$ cat config.mk
export PLATFORM = sky130hd
export DESIGN_NAME = onewire_sensor_reader
export DESIGN_NICKNAME = d
export VERILOG_FILES = /design/src/rtl/onewire_sensor_reader_pkg.sv /design/src/rtl/onewire_sensor_reader_us_tick_gen.sv /design/src/rtl/onewire_sensor_reader.sv
export SDC_FILE = /design/constraint.sdc
export NUM_CORES = 1
export LEC_CHECK = 0
export BUFFER_PORTS_ARGS = -buffer_cell sky130_fd_sc_hd__clkbuf_2
export CAP_MARGIN = 20
export CORE_MARGIN = 3
export CORE_UTILIZATION = 58
export CTS_CLUSTER_DIAMETER = 150
export DETAILED_ROUTE_END_ITERATION = 10
export HOLD_SLACK_MARGIN = 0.03
export PLACE_DENSITY = 0.77
export SLEW_MARGIN = 0
export SYNTH_ARGS = -nofsm -noshare
export SYNTH_HDL_FRONTEND = slang
export SYNTH_HIERARCHICAL = 1
export SYNTH_SLANG_ARGS = --single-unit
$ cat constraint.sdc
create_clock -name clk -period 6.95 [get_ports clk]
set_clock_uncertainty 0.05 [all_clocks]
set_input_delay 1.7375 -clock clk [delete_from_list [all_inputs] [get_ports clk]]
set_output_delay 1.7375 -clock clk [all_outputs]
set_load 0.1 [all_outputs]
$ cat src/rtl/onewire_sensor_reader_pkg.sv
// Shared types and sensor presets for the single-wire DHT-family reader.
// Holds the controller state encoding and a constant helper for sizing counters.
package onewire_sensor_reader_pkg;

   typedef enum logic [3:0] {
      IDLE,
      START_LOW,
      RELEASE,
      RESP_LOW,
      RESP_HIGH,
      BIT_LOW,
      BIT_HIGH,
      FINISH,
      ERROR
   } state_t;

   localparam int DHT11_START_LOW_US = 18000;
   localparam int DHT22_START_LOW_US = 1000;
   localparam int DHT11_HOLDOFF_US   = 1000000;
   localparam int DHT22_HOLDOFF_US   = 2000000;

   function automatic int max3(input int a, input int b, input int c);
      int m;
      m = (a > b) ? a : b;
      return (m > c) ? m : c;
   endfunction

endpackage

$ cat src/rtl/onewire_sensor_reader_us_tick_gen.sv
// Microsecond prescaler: one-cycle tick every CLKS_PER_US clocks.
// A restart realigns the tick grid so phase timing starts from a clean boundary.
module us_tick_gen #(
   parameter int CLKS_PER_US = 50
) (
   input  logic clk,
   input  logic rst,
   input  logic restart,
   output logic tick
);

   localparam int CW = $clog2(CLKS_PER_US);

   logic [CW-1:0] cnt_reg;

   assign tick = (cnt_reg == CW'(CLKS_PER_US - 1));

   always_ff @(posedge clk or negedge rst) begin
      if (!rst) begin
         cnt_reg <= '0;
      end else if (restart || tick) begin
         cnt_reg <= '0;
      end else begin
         cnt_reg <= cnt_reg + CW'(1);
      end
   end

endmodule

$ cat src/rtl/onewire_sensor_reader.sv
// Single-wire DHT-family reader: start pulse, response handshake, pulse-width
// decoded frame capture, checksum check and post-transaction hold-off.
module onewire_sensor_reader
   import onewire_sensor_reader_pkg::*;
#(
   parameter int CLKS_PER_US   = 50,
   parameter int START_LOW_US  = DHT11_START_LOW_US,
   parameter int RELEASE_US    = 30,
   parameter int BIT_THRESH_US = 48,
   parameter int TIMEOUT_US    = 200,
   parameter int HOLDOFF_US    = DHT11_HOLDOFF_US,
   parameter int NBITS         = 40
) (
   input  logic             clk,
   input  logic             rst,
   input  logic             start,
   input  logic             dq_in,
   output logic             dq_oe,
   output logic             busy,
   output logic             done,
   output logic [NBITS-1:0] data,
   output logic             crc_ok,
   output logic             timeout_err
);

   // The release phase timer runs through its fixed wait plus the timeout window.
   localparam int TMAX   = max3(START_LOW_US, HOLDOFF_US, RELEASE_US + TIMEOUT_US) + 1;
   localparam int TW     = $clog2(TMAX + 1);
   localparam int BW     = $clog2(NBITS + 1);
   localparam int NBYTES = NBITS / 8;

   state_t           state_reg, state_next;
   logic [2:0]       dq_sync_reg;
   logic             dq_s, dq_rise, dq_fall;
   logic             tick, restart, phase_timeout;
   logic [TW-1:0]    timer_reg, holdoff_reg;
   logic [BW-1:0]    bit_cnt_reg;
   logic [NBITS-1:0] shift_reg, data_reg;
   logic             crc_ok_reg, timeout_err_reg;
   logic [7:0]       byte_sum;

   us_tick_gen #(.CLKS_PER_US(CLKS_PER_US)) u_tick (
      .clk     (clk),
      .rst     (rst),
      .restart (restart),
      .tick    (tick)
   );

   assign dq_s          = dq_sync_reg[1];
   assign dq_rise       = dq_sync_reg[1] & ~dq_sync_reg[2];
   assign dq_fall       = ~dq_sync_reg[1] & dq_sync_reg[2];
   assign restart       = (state_next != state_reg);
   assign phase_timeout = tick && (timer_reg >= TW'(TIMEOUT_US));

   assign dq_oe       = (state_reg == START_LOW);
   assign busy        = !(state_reg inside {IDLE, FINISH, ERROR});
   assign done        = (state_reg == FINISH) || (state_reg == ERROR);
   assign data        = data_reg;
   assign crc_ok      = crc_ok_reg;
   assign timeout_err = timeout_err_reg;

   always_comb begin
      byte_sum = '0;
      for (int i = 1; i < NBYTES; i++) begin
         byte_sum = byte_sum + shift_reg[8*i +: 8];
      end
   end

   always_comb begin
      state_next = state_reg;
      unique case (state_reg)
         IDLE:      if (start && holdoff_reg == '0) state_next = START_LOW;
         START_LOW: if (tick && timer_reg == TW'(START_LOW_US - 1)) state_next = RELEASE;
         RELEASE: begin
            if (timer_reg >= TW'(RELEASE_US) && !dq_s) state_next = RESP_LOW;
            else if (tick && timer_reg >= TW'(RELEASE_US + TIMEOUT_US)) state_next = ERROR;
         end
         RESP_LOW: begin
            if (dq_rise) state_next = RESP_HIGH;
            else if (phase_timeout) state_next = ERROR;
         end
         RESP_HIGH: begin
            if (dq_fall) state_next = BIT_LOW;
            else if (phase_timeout) state_next = ERROR;
         end
         BIT_LOW: begin
            if (dq_rise) state_next = BIT_HIGH;
            else if (phase_timeout) state_next = ERROR;
         end
         BIT_HIGH: begin
            if (dq_fall) state_next = (bit_cnt_reg == BW'(NBITS - 1)) ? FINISH : BIT_LOW;
            else if (phase_timeout) state_next = ERROR;
         end
         FINISH:    state_next = IDLE;
         ERROR:     state_next = IDLE;
         default:   state_next = IDLE;
      endcase
   end

   always_ff @(posedge clk or negedge rst) begin
      if (!rst) begin
         state_reg       <= IDLE;
         dq_sync_reg     <= 3'b111;
         timer_reg       <= '0;
         holdoff_reg     <= '0;
         bit_cnt_reg     <= '0;
         shift_reg       <= '0;
         data_reg        <= '0;
         crc_ok_reg      <= 1'b0;
         timeout_err_reg <= 1'b0;
      end else begin
         state_reg   <= state_next;
         dq_sync_reg <= {dq_sync_reg[1:0], dq_in};

         // Idle never advances the phase timer, so it cannot wrap while parked.
         if (restart) timer_reg <= '0;
         else if (tick && state_reg != IDLE) timer_reg <= timer_reg + TW'(1);

         if (state_reg == FINISH || state_reg == ERROR) begin
            holdoff_reg <= TW'(HOLDOFF_US);
         end else if (state_reg == IDLE && tick && holdoff_reg != '0) begin
            holdoff_reg <= holdoff_reg - TW'(1);
         end

         if (state_reg == IDLE) begin
            bit_cnt_reg <= '0;
         end else if (state_reg == BIT_HIGH && dq_fall) begin
            bit_cnt_reg <= bit_cnt_reg + BW'(1);
            shift_reg   <= {shift_reg[NBITS-2:0], (timer_reg > TW'(BIT_THRESH_US))};
         end

         if (state_reg == FINISH) begin
            data_reg        <= shift_reg;
            crc_ok_reg      <= (byte_sum == shift_reg[7:0]);
            timeout_err_reg <= 1'b0;
         end else if (state_reg == ERROR) begin
            timeout_err_reg <= 1'b1;
         end
      end
   end

endmodule

# == Word level (Yosys, flattened, before mapping) ==
# Index checks and enable logic that the tools add are counted.
# word_totals
word_cells,82
inputBits,4
register_bits,141
# classes
n_lt_le_gt_ge,4
n_reduce_logical,23
addsub,7
bitwise,5
n_eq_ne,13
mux,20
# ops
cell,count
$mux 20,4
$ge 20x8->1 const B,2
$mux 4,9
$pmux 4 s7,1
$add 8x8->8,3
$add 20x1->20 const B,1
$eq 20x15->1 const B,1
$ge 20x5->1 const B,1
$gt 20x6->1 const B,1
$logic_not 20->1,1
$reduce_bool 20->1,1
$sub 20x1->20 const B,1
$mux 6,3
$eq 4x3->1 const B,4
$add 6x1->6 const B,2
$eq 6x6->1 const B,2
$logic_and 1x1->1,9
$eq 4x2->1 const B,2
$eq 8x8->1,1
$reduce_bool 2->1,4
$eq 4x1->1 const B,1
$eq 4x4->1 const B,1
$logic_not 4->1,1
$ne 4x4->1,1
9 further kinds,15

# == Logic depth before layout (Yosys ltp) ==
# depth
ltp_word,8
ltp_mapped,12
mapped_depth_nobuf,12

# == Cells and area by module ==
# Netlist, hierarchy kept.
# modules_own_cells
module,cells_per_inst,area_each_um2,n_inst
onewire_sensor_reader,637,6875.3,1
us_tick_gen,26,281.5,1

# == Worst setup path before layout ==
# OpenSTA, ideal clock, no wires.
# synth_path
path_kind,reg-to-output
startpoint,register state_reg[0]
endpoint,output busy
arrival_time_ps,3480
path_stages_with_launch,8
path_slack_ps,1683
required_ps,5162
path_buffers,2
path_cell_list,dfrtp_1 clkbuf_1 and2_1 nand2_1 o21a_1 inv_1 buf_1 nor2_1
# synth_via
elab_chain_cells,3
word_cells_on_any_way,5
# synth_rtl
item,line_no,rtl
"start, declared",onewire_sensor_reader.sv:32,"state_t state_reg, state_next;"
"start signal, assigned",onewire_sensor_reader.sv:112,state_reg <= state_next;
$eq 4x3->1 (tied with other cells),onewire_sensor_reader.sv:56,"assign busy = !(state_reg inside {IDLE, FINISH, ERROR});"
$reduce_bool 3->1 (*),onewire_sensor_reader.sv:56,
$logic_not 1->1 (*),onewire_sensor_reader.sv:56,
"end, declared",onewire_sensor_reader.sv:19,"output logic busy,"
# Mark *: on every way between the ends. The rest lies on a longest branch, timed or not.

# == Worst setup path after layout ==
# layout_path
startpoint,register state_reg[3]
endpoint,output busy
# The elaborated chain is that of the path after synthesis.

==> impl_metrics.csv <==
group,metric,value,unit
outcome,outcome,"finished clean",
worst_setup_path,cpMaxStageDelayCell,"dfrtp_1",
clocking,cts_tree,"built",
synthesis,synth_top_cell_by_area,"dfrtp_1",
layout,area_delta_synth_final,13.02,%
global_route,grt.met3_usage,5.141,%
worst_setup_path,critPathMaxFanout,35,
worst_setup_path,required,5.16,ns
timing,rsz0062_at_grt,"no",
timing,maxSlewHeadroom,34.03,%
clocking,cts-htree-levels,4,
timing,setup-tns-final,0,ns
clocking,cts-resized-gates,0,
layout,drive_above_1_share,21.91,%
worst_setup_path,max_stage_delay,0.99,ns
clocking,clock_latency,0.43,ns
global_route,globalRouteMet1Util,29.85,%
layout,utilization,68.78,%
clocking,cts_sinks,141,
pwr,p_comb_share,1.1,%
worst_setup_path,path_class,"register to output port",
floorplanning,initial_core_util,60.86,%
worst_hold_path,min_path_cells,0,
synthesis,yosysMostFrequentCell,"dfrtp_1",
floorplanning,coreArea,11760,µm²
clocking,post_cts_buffers,0,
timing,slew_violations,0,
flow_run,cap_violations,0,
worst_setup_path,setup.worst_path.end_class,"output port",
pwr,ir_drop,180.9,µV
routing,vias,5143,
synthesis,netlist.area_leader.share,48.25,%
layout,finalNetCount,730,
placed_design,place_area,7507,µm²
synthesis,synth_warnings,6,
clocking,path_clk_slew,0.06,ns
routing,wl,14600,µm
placed_design,gp_congestion,0.9383,
synthesis,synthFlopType,"dfrtp_1",
routing,vias_per_cell,5.871,
placed_design,dpl.hpwl,9753,µm
synthesis,synthTopCellsByCount,"dfrtp_1, mux2_2, nand2_1, o21ai_0, nor2_1",
placed_design,pre_cts_slack,2.609,ns
global_route,grt_usage,23.27,%
timing,min_period,4.861,ns
clocking,clk_root_buffer_cell,"clkbuf_16",
timing,fin_ws,2.089,ns
global_route,grt_pass1_vias,5152,
worst_setup_path,path_cells,"nor2b_1 -> nand2_2 -> o21a_1 -> inv_1 -> nor2_1 -> clkbuf_2",
placed_design,dp.cells,844,
global_route,antenna_found_initial,0,
routing,drc,0,
global_route,grt_pass1_wl,24870,µm
synthesis,seq_area_frac_synth,49.35,%
timing,final-setup-viol-count,0,
pwr,p_int,1.363,mW
global_route,grt.overflow.total,0,
pwr,cellPowerDensity,212.0,nW/µm²
pwr,p_leak,3.936,nW
worst_setup_path,reg2reg_depth,11,
timing,whs,0.3068,ns
routing,ant_nets,0,
synthesis,syn_area,7157,µm²
clocking,cts_buffer_depth,2,
synthesis,synth_edf_count,0,
clocking,cts_hold_buf,0,
worst_setup_path,setup.worst_path.start_class,"register",
synthesis,netlist_instances,663,
pwr,netSwitchingFraction,20.53,%
floorplanning,fp.dieH,117.1,µm
pwr,pwr-share-seq,48.0,%
routing,drt_iter0_markers,360,
synthesis,synth.ff_latch_count,141,
timing,worstMarginPinSlew,0.9895,ns
timing,period_share,69.95,%
floorplanning,num_io_pins,49,
timing,hold_viol,0,
pwr,netSwitchingPower,0.3521,mW
synthesis,syn_avg_cell_area,10.79,µm²
pwr,power,1.715,mW
floorplanning,die_w,117.1,µm
floorplanning,dieArea,13710,µm²
layout,finalInstanceArea,8089,µm²
clocking,cts_buffers,17,
global_route,grt_busiest_layer,"met2",
synthesis,synth.area.top_cells,"dfrtp_1, mux2_2, fa_1",
global_route,grt_start_max_net_pins,75,
layout,final_cells,876,
layout,diodes,0,
worst_hold_path,hold_path_class,"register to register",
routing,first_pass_iters,5,
layout,seq_area,3532,µm²
timing,fmax,0.2057,GHz
layout,fillers,863,
placed_design,io_buffers,48,
floorplanning,placementRows,39,
synthesis,async_reset_ff_share,100.0,%
layout,multi_input_area,3369,µm²
global_route,use_met2,38.60,%
pwr,clockPowerShare,50.9,%
worst_setup_path,critical_path_arrival,3.07,ns
synthesis,post_synth_num_cell_types,61,
routing,wl_per_cell,16.66,µm
synthesis,synth_nets,694,
==> layout make-up <==
class	count	area share, %
multi-input cells	455	41.66
clock buffers	23	6.156
clock inverters	9	1.036
well taps	164	2.537
flip-flops and latches	141	43.67
inverters	31	1.439
repair buffers	53	3.511
==> logic make-up (layout without fill, tap and decap cells) <==
family	after synthesis	count (layout)	share of synthesized area, %
xor+xnor	55	55	6.731
fa+ha+maj	27	27	6.189
mux	55	55	8.654
buf+inv	67	116	3.636
simple gates	210	210	16.24
compound gates	108	108	9.196
flops	141	141	49.35
==> cells in the final DEF (no fill, tap or decap), drive strengths merged, types with 14 or more instances in the layout <==
cell type / instances
dfrtp: 138
clkbuf: 70
mux2: 55
nand2: 52
o21ai: 46
nor2: 37
a21oi: 33
inv: 32
xor2: 31
or4: 25
xnor2: 24
nand3: 20
fa: 14
==> metal layers <==
layer / vias up / wire length, µm
met4: 0 / 268
met3: 25 / 693
met2: 153 / 7336
li1: 2402 / -
met5: - / 0
met1: 2563 / 6297
==> worst paths after layout <==
path | start | end | slack [ns]
min | dq_sync_reg[0] | dq_sync_reg[1] | 0.31
max | state_reg[3] | busy | 2.09
min in group asynchronous | rst | data[32] | 1.26
max reg2reg | u_tick/cnt_reg[1] | u_tick/cnt_reg[5] | 3.41
min reg2reg | dq_sync_reg[0] | dq_sync_reg[1] | 0.31
max in group asynchronous | rst | timer_reg[4] | 4.26
==> critical path, delay by kind of cell, from the launching register on <==
family	cells	cell delay, ns
flip-flops	1	0.99
buffers and inverters	2	0.76
AND/OR/NAND/NOR	3	0.60
AO/OA/AOI/OAI	1	0.29
==> power by group through the flow <==
stage / combinational, mW / sequential [mW] / clock, mW
finish: 0.0180 / 0.824 / 0.873
global route: 0.0213 / 0.824 / 0.921
CTS: 0.0194 / 0.824 / 0.887
detailed placement: 0.0193 / 0.838 / 0
global placement: 0.0189 / 0.838 / 0
floorplan: 0.00118 / 0.838 / 0
Power figures use the tool's default switching activity.
